## src/rtl/addr_gen_fft_iter.sv

```systemverilog
// Operand, write-back and twiddle address generator for the iterative radix-2 DIT FFT.
// Tracks butterfly/layer counters driven by the FFT control unit strobes.
module addr_gen_fft_iter #(
    parameter int LAYERS      = 5,
    parameter int BUTTERFLYES = 16,
    parameter int LayWL       = 3,
    parameter int ButtWL      = 4,
    parameter int AddrWL      = 5,
    parameter int TwWL        = 4
) (
    input  logic              CLK,
    input  logic              RST,
    input  logic              EN,
    input  logic              START,
    input  logic              BUT_STROB,
    input  logic              ADDR_EN,
    input  logic              LAY_EN,
    input  logic              FIRST,
    input  logic              Wr,
    output logic [AddrWL-1:0] RD_ADDR_A,
    output logic [AddrWL-1:0] RD_ADDR_B,
    output logic [AddrWL-1:0] WR_ADDR_A,
    output logic [AddrWL-1:0] WR_ADDR_B,
    output logic              WR_EN,
    output logic [TwWL-1:0]   TW_IDX,
    output logic [LayWL-1:0]  LAY,
    output logic              BUSY,
    output logic              DONE
);

    localparam logic [LayWL-1:0]  LAST_L    = LayWL'(LAYERS - 1);
    localparam logic [ButtWL-1:0] BFLY_LAST = ButtWL'(BUTTERFLYES - 1);

    logic [ButtWL-1:0] r_b;
    logic [LayWL-1:0]  r_l;
    logic              r_busy;
    logic              r_done;
    logic              r_wr_en;
    logic [AddrWL-1:0] r_wr_a;
    logic [AddrWL-1:0] r_wr_b;
    logic [AddrWL-1:0] r_hold_rda;
    logic [AddrWL-1:0] r_hold_rdb;
    logic [TwWL-1:0]   r_hold_tw;
    logic [LayWL-1:0]  r_hold_lay;

    logic [AddrWL-1:0] w_bx;
    logic [AddrWL-1:0] w_h;
    logic [AddrWL-1:0] w_g;
    logic [AddrWL-1:0] w_p;
    logic [AddrWL-1:0] w_a;
    logic [AddrWL-1:0] w_bb;
    logic [AddrWL-1:0] w_rda;
    logic [AddrWL-1:0] w_rdb;
    logic [TwWL-1:0]   w_tw_mask;
    logic [LayWL-1:0]  w_tw_sh;
    logic [TwWL-1:0]   w_tw;

    function automatic logic [AddrWL-1:0] bitrev(input logic [AddrWL-1:0] x);
        logic [AddrWL-1:0] y;
        for (int i = 0; i < AddrWL; i++) begin
            y[i] = x[AddrWL-1-i];
        end
        return y;
    endfunction

    // Butterfly b of layer l pairs A = g*2h + p with B = A + h
    assign w_bx      = AddrWL'(r_b);
    assign w_h       = AddrWL'(1) << r_l;
    assign w_g       = w_bx >> r_l;
    assign w_p       = w_bx & ~({AddrWL{1'b1}} << r_l);
    assign w_a       = ((w_g << r_l) << 1) | w_p;
    assign w_bb      = w_a + w_h;
    assign w_rda     = FIRST ? bitrev(w_a)  : w_a;
    assign w_rdb     = FIRST ? bitrev(w_bb) : w_bb;

    assign w_tw_mask = ~({TwWL{1'b1}} << r_l);
    assign w_tw_sh   = LAST_L - r_l;
    assign w_tw      = (TwWL'(r_b) & w_tw_mask) << w_tw_sh;

    // When idle the counters sit at zero, so show the last values seen while busy
    assign RD_ADDR_A = r_busy ? w_rda : r_hold_rda;
    assign RD_ADDR_B = r_busy ? w_rdb : r_hold_rdb;
    assign TW_IDX    = r_busy ? w_tw  : r_hold_tw;
    assign LAY       = r_busy ? r_l   : r_hold_lay;
    assign WR_ADDR_A = r_wr_a;
    assign WR_ADDR_B = r_wr_b;
    assign WR_EN     = r_wr_en;
    assign BUSY      = r_busy;
    assign DONE      = r_done;

    always_ff @(posedge CLK or negedge RST) begin
        if (!RST) begin
            r_b        <= '0;
            r_l        <= '0;
            r_busy     <= 1'b0;
            r_done     <= 1'b0;
            r_wr_en    <= 1'b0;
            r_wr_a     <= '0;
            r_wr_b     <= '0;
            r_hold_rda <= '0;
            r_hold_rdb <= '0;
            r_hold_tw  <= '0;
            r_hold_lay <= '0;
        end else if (EN) begin
            r_wr_en <= Wr & r_busy;
            r_done  <= 1'b0;
            if (r_busy) begin
                r_hold_rda <= w_rda;
                r_hold_rdb <= w_rdb;
                r_hold_tw  <= w_tw;
                r_hold_lay <= r_l;
            end
            if (START) begin
                r_b    <= '0;
                r_l    <= '0;
                r_busy <= 1'b1;
            end else if (r_busy) begin
                if (BUT_STROB) begin
                    r_wr_a <= w_a;
                    r_wr_b <= w_bb;
                end
                if (ADDR_EN) begin
                    if (!LAY_EN) begin
                        r_b <= (r_b == BFLY_LAST) ? '0 : r_b + 1'b1;
                    end else if (r_l == LAST_L) begin
                        r_b    <= '0;
                        r_l    <= '0;
                        r_busy <= 1'b0;
                        r_done <= 1'b1;
                    end else begin
                        r_b <= '0;
                        r_l <= r_l + 1'b1;
                    end
                end
            end
        end
    end

endmodule

```

## config.mk

```make
export PLATFORM = sky130hd
export DESIGN_NAME = addr_gen_fft_iter
export DESIGN_NICKNAME = d
export VERILOG_FILES = /design/src/rtl/addr_gen_fft_iter.sv
export SDC_FILE = /design/constraint.sdc
export NUM_CORES = 1
export LEC_CHECK = 0
export ABC_AREA = 0
export BUFFER_PORTS_ARGS = -buffer_cell sky130_fd_sc_hd__buf_2
export CAP_MARGIN = 40
export CELL_PAD_IN_SITES_DETAIL_PLACEMENT = 1
export CELL_PAD_IN_SITES_GLOBAL_PLACEMENT = 1
export CORE_MARGIN = 4
export CORE_UTILIZATION = 30
export CTS_BUF_LIST = sky130_fd_sc_hd__clkbuf_8
export CTS_CLUSTER_SIZE = 24
export DETAILED_ROUTE_END_ITERATION = 10
export GPL_ROUTABILITY_DRIVEN = 0
export PLACE_DENSITY = 0.66
export SLEW_MARGIN = 25
export SYNTH_ARGS = -nofsm -noshare
export SYNTH_HDL_FRONTEND = slang
export SYNTH_SLANG_ARGS = --single-unit
```

## constraint.sdc

```tcl
create_clock -name CLK -period 5.6 [get_ports CLK]
set_input_delay 1.4 -clock CLK [delete_from_list [all_inputs] [get_ports CLK]]
set_output_delay 1.4 -clock CLK [all_outputs]
set_load 0.05 [all_outputs]
```

=== Word level (Yosys, flattened, before mapping) ===
Cells that the tools add are included.

* Bits in registers: 37
* Latch bits: 0
* RAM bits: 0
* Bits in read-only memories: 0
* Input bits: 9
* Logic and storage cells: 62
* Memories kept: 0

* $add $sub $neg: 4
* Multiply operators: 0
* Div/mod/pow operators: 0
* Order comparisons: 0
* Equality and inequality tests: 2
* Shifts and indexed selects: 6
* Muxes and demuxes: 26
* Bitwise operators: 7
* Reductions and logical operators: 6

{| class="wikitable"
|+ Operators by type and width
! cell !! count
|-
| two-way mux 4 bit || 6
|-
| two-way mux 5 bit || 4
|-
| two-way mux 3 bit || 6
|-
| two-way mux 1 bit || 10
|-
| AND reduction 4 bit || 2
|-
| nonzero test 2 bit || 3
|-
| adder 5 bit || 1
|-
| bitwise AND 4 x 5 -> 5 bit || 1
|-
| inverter 5 bit || 1
|-
| OR 5 bit || 1
|-
| << shifter 1 x 3 -> 5 bit (first input constant) || 1
|-
| << shifter 5 x 3 -> 4 bit || 1
|-
| << shifter 5 x 3 -> 5 bit (first input constant) || 1
|-
| right shift 4 x 3 -> 5 bit || 1
|-
| adder 4 x 1 -> 4 bit (second input constant) || 1
|-
| bitwise AND 4 bit || 1
|-
| == test 4 bit (second input constant) || 1
|-
| inverter 4 bit || 1
|-
| << shifter 4 x 3 -> 4 bit || 1
|-
| << shifter 4 x 3 -> 4 bit (first input constant) || 1
|-
| adder 3 x 1 -> 3 bit (second input constant) || 1
|-
| == test 3 bit (second input constant) || 1
|-
| AND reduction 3 bit || 1
|-
| subtractor 3 bit (first input constant) || 1
|-
| 2 further kinds || 2
|}

=== Depth between registers and ports, before layout ===
* Depth after elaboration: 7
* Depth in mapped cells: 11
* Mapped depth without buffers: 11

=== Least setup slack after synthesis ===
No wires, ideal clock.

* Path kind: flip-flop to output port
* From: reg r_l[2]
* To: out RD_ADDR_B[1]
* Data arrival time: 2.965 ns
* Data required time: 4.200 ns
* Slack: 1.235 ns
* Cell stages (with the launch flop): 12
* Path buffers: 1
* Path through: dfrtp_1 -> buf_4 -> inv_1 -> ha_1 -> nand2b_1 -> a21boi_0 -> inv_1 -> ha_1 -> a21oi_1 -> xor2_1 -> mux2_2 -> a21oi_1

* Word-level cells in the longest chain between the ends: 7

{| class="wikitable"
|+ RTL lines
! element !! line !! source
|-
| start, declared || 35 || <nowiki>logic [LayWL-1:0] r_l;</nowiki>
|-
| start signal, assigned || 132 || <nowiki>r_l <= r_l + 1'b1;</nowiki>
|-
| branches (longest 3 deep; another with right shift 4 x 3 -> 5 bit) || -- ||
|-
| OR 5 bit (*) || 71 || <nowiki>assign w_a = ((w_g << r_l) << 1) | w_p;</nowiki>
|-
| via w_a[2] || 50 || <nowiki>logic [AddrWL-1:0] w_a;</nowiki>
|-
| adder 5 bit (*) || 72 || <nowiki>assign w_bb = w_a + w_h;</nowiki>
|-
| two-way mux 5 bit (*) || 74 || <nowiki>assign w_rdb = FIRST ? bitrev(w_bb) : w_bb;</nowiki>
|-
| two-way mux 5 bit (*) || -- ||
|-
| end, declared || 21 || <nowiki>output logic [AddrWL-1:0] RD_ADDR_B,</nowiki>
|}

Mark *: on every way through the listed nets, which the timed path passes.

=== Worst setup path after layout ===
* From: reg r_l[2]
* To: out RD_ADDR_B[3]

Same word-level chain as after synthesis.

==> results.json <==
{
  "io_pins": 39,
  "timing.rr.start": "r_l[2]",
  "fmax_mhz": 213.7,
  "start_util_pct": 30.84,
  "synth_area_um2": 2237,
  "final_area_um2": 2641,
  "fp-row-count": 31,
  "wl_per_cell_um": 15.51,
  "fin_setup_tns_ns": 0,
  "syn_inst": 233,
  "vias": 1810,
  "clockBufferDepth": 2,
  "hp-class": "flop to flop",
  "cts_made_buffers": 5,
  "p_comb_share_pct": 34.3,
  "worstPathArrival_ns": 3.28,
  "antenna_cells": 0,
  "avgViaCountPerCell": 4.892,
  "finalPower_mw": 0.8283,
  "synth_edf_count": 0,
  "maxCapViolCount": 0,
  "outcome": "finished, final reports clean",
  "ys_ff_latch": 37,
  "start_kind": "flop",
  "synth-xor-area-share_pct": 1.174,
  "clkPwrFrac_pct": 26.9,
  "cts_setup_buffers": 0,
  "cp_max_fo": 11,
  "p_sw_mw": 0.3142,
  "synth_top_family_by_area": "simple AND/OR/NAND/NOR gates",
  "synthArstFlopShare_pct": 100.0,
  "final_cell_mix": "buf_2, dfrtp_1, nand2_1",
  "yosysWarnings": 0,
  "rsz0062_at_grt": "no",
  "hold_path.startpoint": "WR_ADDR_A[1]",
  "die_h_um": 94.36,
  "cts-resized-gates": 0,
  "layout_commonest_cell": "buf_2",
  "syn-num-nets": 255,
  "synth-compound-area-share_pct": 14.60,
  "htree_levels": 2,
  "drt_iter0_markers": 50,
  "clockRootBuffer": "clkbuf_8",
  "setup_violations": 0,
  "slew_viol_final": 0,
  "yosysUniqueCellTypes": 45,
  "crit_start": "r_l[2]",
  "finClkSkew_ns": 0.004664,
  "irDropWorstVdd_mv": 0.09409,
  "sw_frac_of_total_pct": 37.93,
  "worstMarginPinSlew_ns": 0.5720,
  "cts_tree": "built",
  "synth_seq_area_share_pct": 41.39,
  "hpwl_mm": 4.380,
  "synth_area_per_cell_um2": 9.601,
  "syn2layout_area_growth_pct": 18.06,
  "worst-setup-path-type": "flop to output port",
  "synth_adder_area_share_pct": 7.606,
  "die_area_um2": 8903,
  "p_leak_nw": 1.305,
  "path_clk_slew_ns": 0.07,
  "synthFlopType": "dfrtp_1",
  "fin_crit_sh_pct": 83.55,
  "finalHoldViolCount": 0,
  "wirelength_mm": 5.737,
  "dpl-instance-area_um2": 2537,
  "drtPass1Iterations": 3,
  "overflow": 0,
  "internal_power_mw": 0.5141,
  "relSlewSlack_pct": 61.78,
  "layout.nets": 293,
  "first_global_vias": 1915,
  "hold_slack_ns": 0.4768,
  "final_core_util_pct": 36.42,
  "cts.sinks": 37,
  "grt_max_degree": 32,
  "drc": 0,
  "coreArea_um2": 7253,
  "fp.dieW_um": 94.36,
  "p_per_area_nw_per_um2": 313.6,
  "antenna_left": 0,
  "grt_pass1_wl_mm": 9.556,
  "antenna_found_initial": 0,
  "drive_above_1_share_pct": 27.68,
  "holdBufCountCts": 0,
  "critPathCaptureType": "output port",
  "p_seq_share_pct": 38.8,
  "muxShareOfSynthArea_pct": 13.31,
  "synthSimpleGateAreaFrac_pct": 17.23,
  "post-route-min-period_ns": 4.679,
  "clock_latency_ns": 0.29,
  "grt_usage_pct": 13.65,
  "port_buffers": 38,
  "critical_path_required_ns": 4.20
}
## area by class of cell
cell class	instances	area [µm²]
well taps	99	123.9
clock buffers	5	68.82
clock inverters	2	35.03
flip-flops and latches	37	925.9
repair buffers	40	225.2
multi-input cells	173	1210
fillers	878	4612
inverters	14	52.55
## flip-flops by register name, indices dropped and copies added, names as in the netlist
signal / cells
DONE: 1
WR_EN: 1
BUSY: 1
r_hold_rda: 5
WR_ADDR_A: 5
WR_ADDR_B: 5
r_l: 3
r_hold_rdb: 5
r_hold_lay: 3
r_b: 4
r_hold_tw: 4
## final timing paths
path,end,slack [ns],cells after the start
worst max-delay path,RD_ADDR_B[3],0.92,11
worst min-delay path,WR_ADDR_A[1],0.48,2
worst max register to register,r_hold_rdb[4],2.74,10
worst min register to register,WR_ADDR_A[1],0.48,2
max in group asynchronous,WR_EN,4.06,2
min in group asynchronous,WR_ADDR_A[1],1.07,1
## routing by layer
metal	track usage [%]	vias to the layer above	share of wire, %	wire (µm)
met5	0	-	0	0
met4	2.647	0	0.54	31
met3	3.108	4	4.0	227
met2	23.35	29	48	2749
met1	17.76	885	48	2728
li1	-	892	-	-
## worst max-delay path: stages, from the launching register on
cell and delay (ns):
dfrtp_1 0.51, inv_1 0.25, ha_1 0.21, nand2b_1 0.13, a21boi_0 0.43, inv_1 0.09
ha_1 0.34, a21oi_1 0.19, xor2_1 0.12, mux2_2 0.29, a21oi_1 0.15, buf_2 0.28
## metrics by stage
step | setup slack (ns) | instances
floorplan | 1.235 | 233
global placement | 1.425 | 362
detailed placement | 1.285 | 363
CTS | 0.9428 | 370
global route | 0.6378 | 370
finish | 0.9214 | 370
## cells by family (layout without fill, tap and decap cells)
| kind of cell | after synthesis | in the layout |
|---|---|---|
| simple gates | 78 | 78 |
| compound gates | 51 | 51 |
| flops | 37 | 37 |
| mux | 27 | 27 |
| buf+inv | 23 | 61 |
| fa+ha+maj | 13 | 13 |
| xor+xnor | 3 | 3 |
| other cells | 1 | 1 |
## power by group through the flow
stage	Clock [mW]	Combinational [mW]	Sequential (mW)
floorplan	0	0.170	0.366
global placement	0	0.282	0.325
detailed placement	0	0.287	0.328
CTS	0.233	0.289	0.322
global route	0.245	0.309	0.327
finish	0.223	0.284	0.322
## synth_stat cells (2+ instances only)
cell | n | share of area, %
nand2b_1 | 6 | 1.7
o21ai_0 | 19 | 4.3
a22o_1 | 3 | 1.2
mux2i_1 | 5 | 2.2
a211o_1 | 2 | 0.78
nor3_1 | 6 | 1.3
buf_2 | 3 | 0.67
and2_1 | 2 | 0.56
xnor2_1 | 2 | 0.78
inv_1 | 14 | 2.3
o31ai_1 | 2 | 0.67
dfrtp_1 | 37 | 41
nand3_1 | 6 | 1.3
nor2_1 | 16 | 2.7
o22ai_1 | 7 | 2.0
buf_4 | 3 | 1.0
ha_1 | 12 | 6.7
a21oi_1 | 7 | 1.6
nand4_1 | 3 | 0.84
nand2_1 | 30 | 5.0
clkbuf_1 | 3 | 0.50
mux2_2 | 22 | 11
Note: power is estimated with default switching activity, not from simulation.
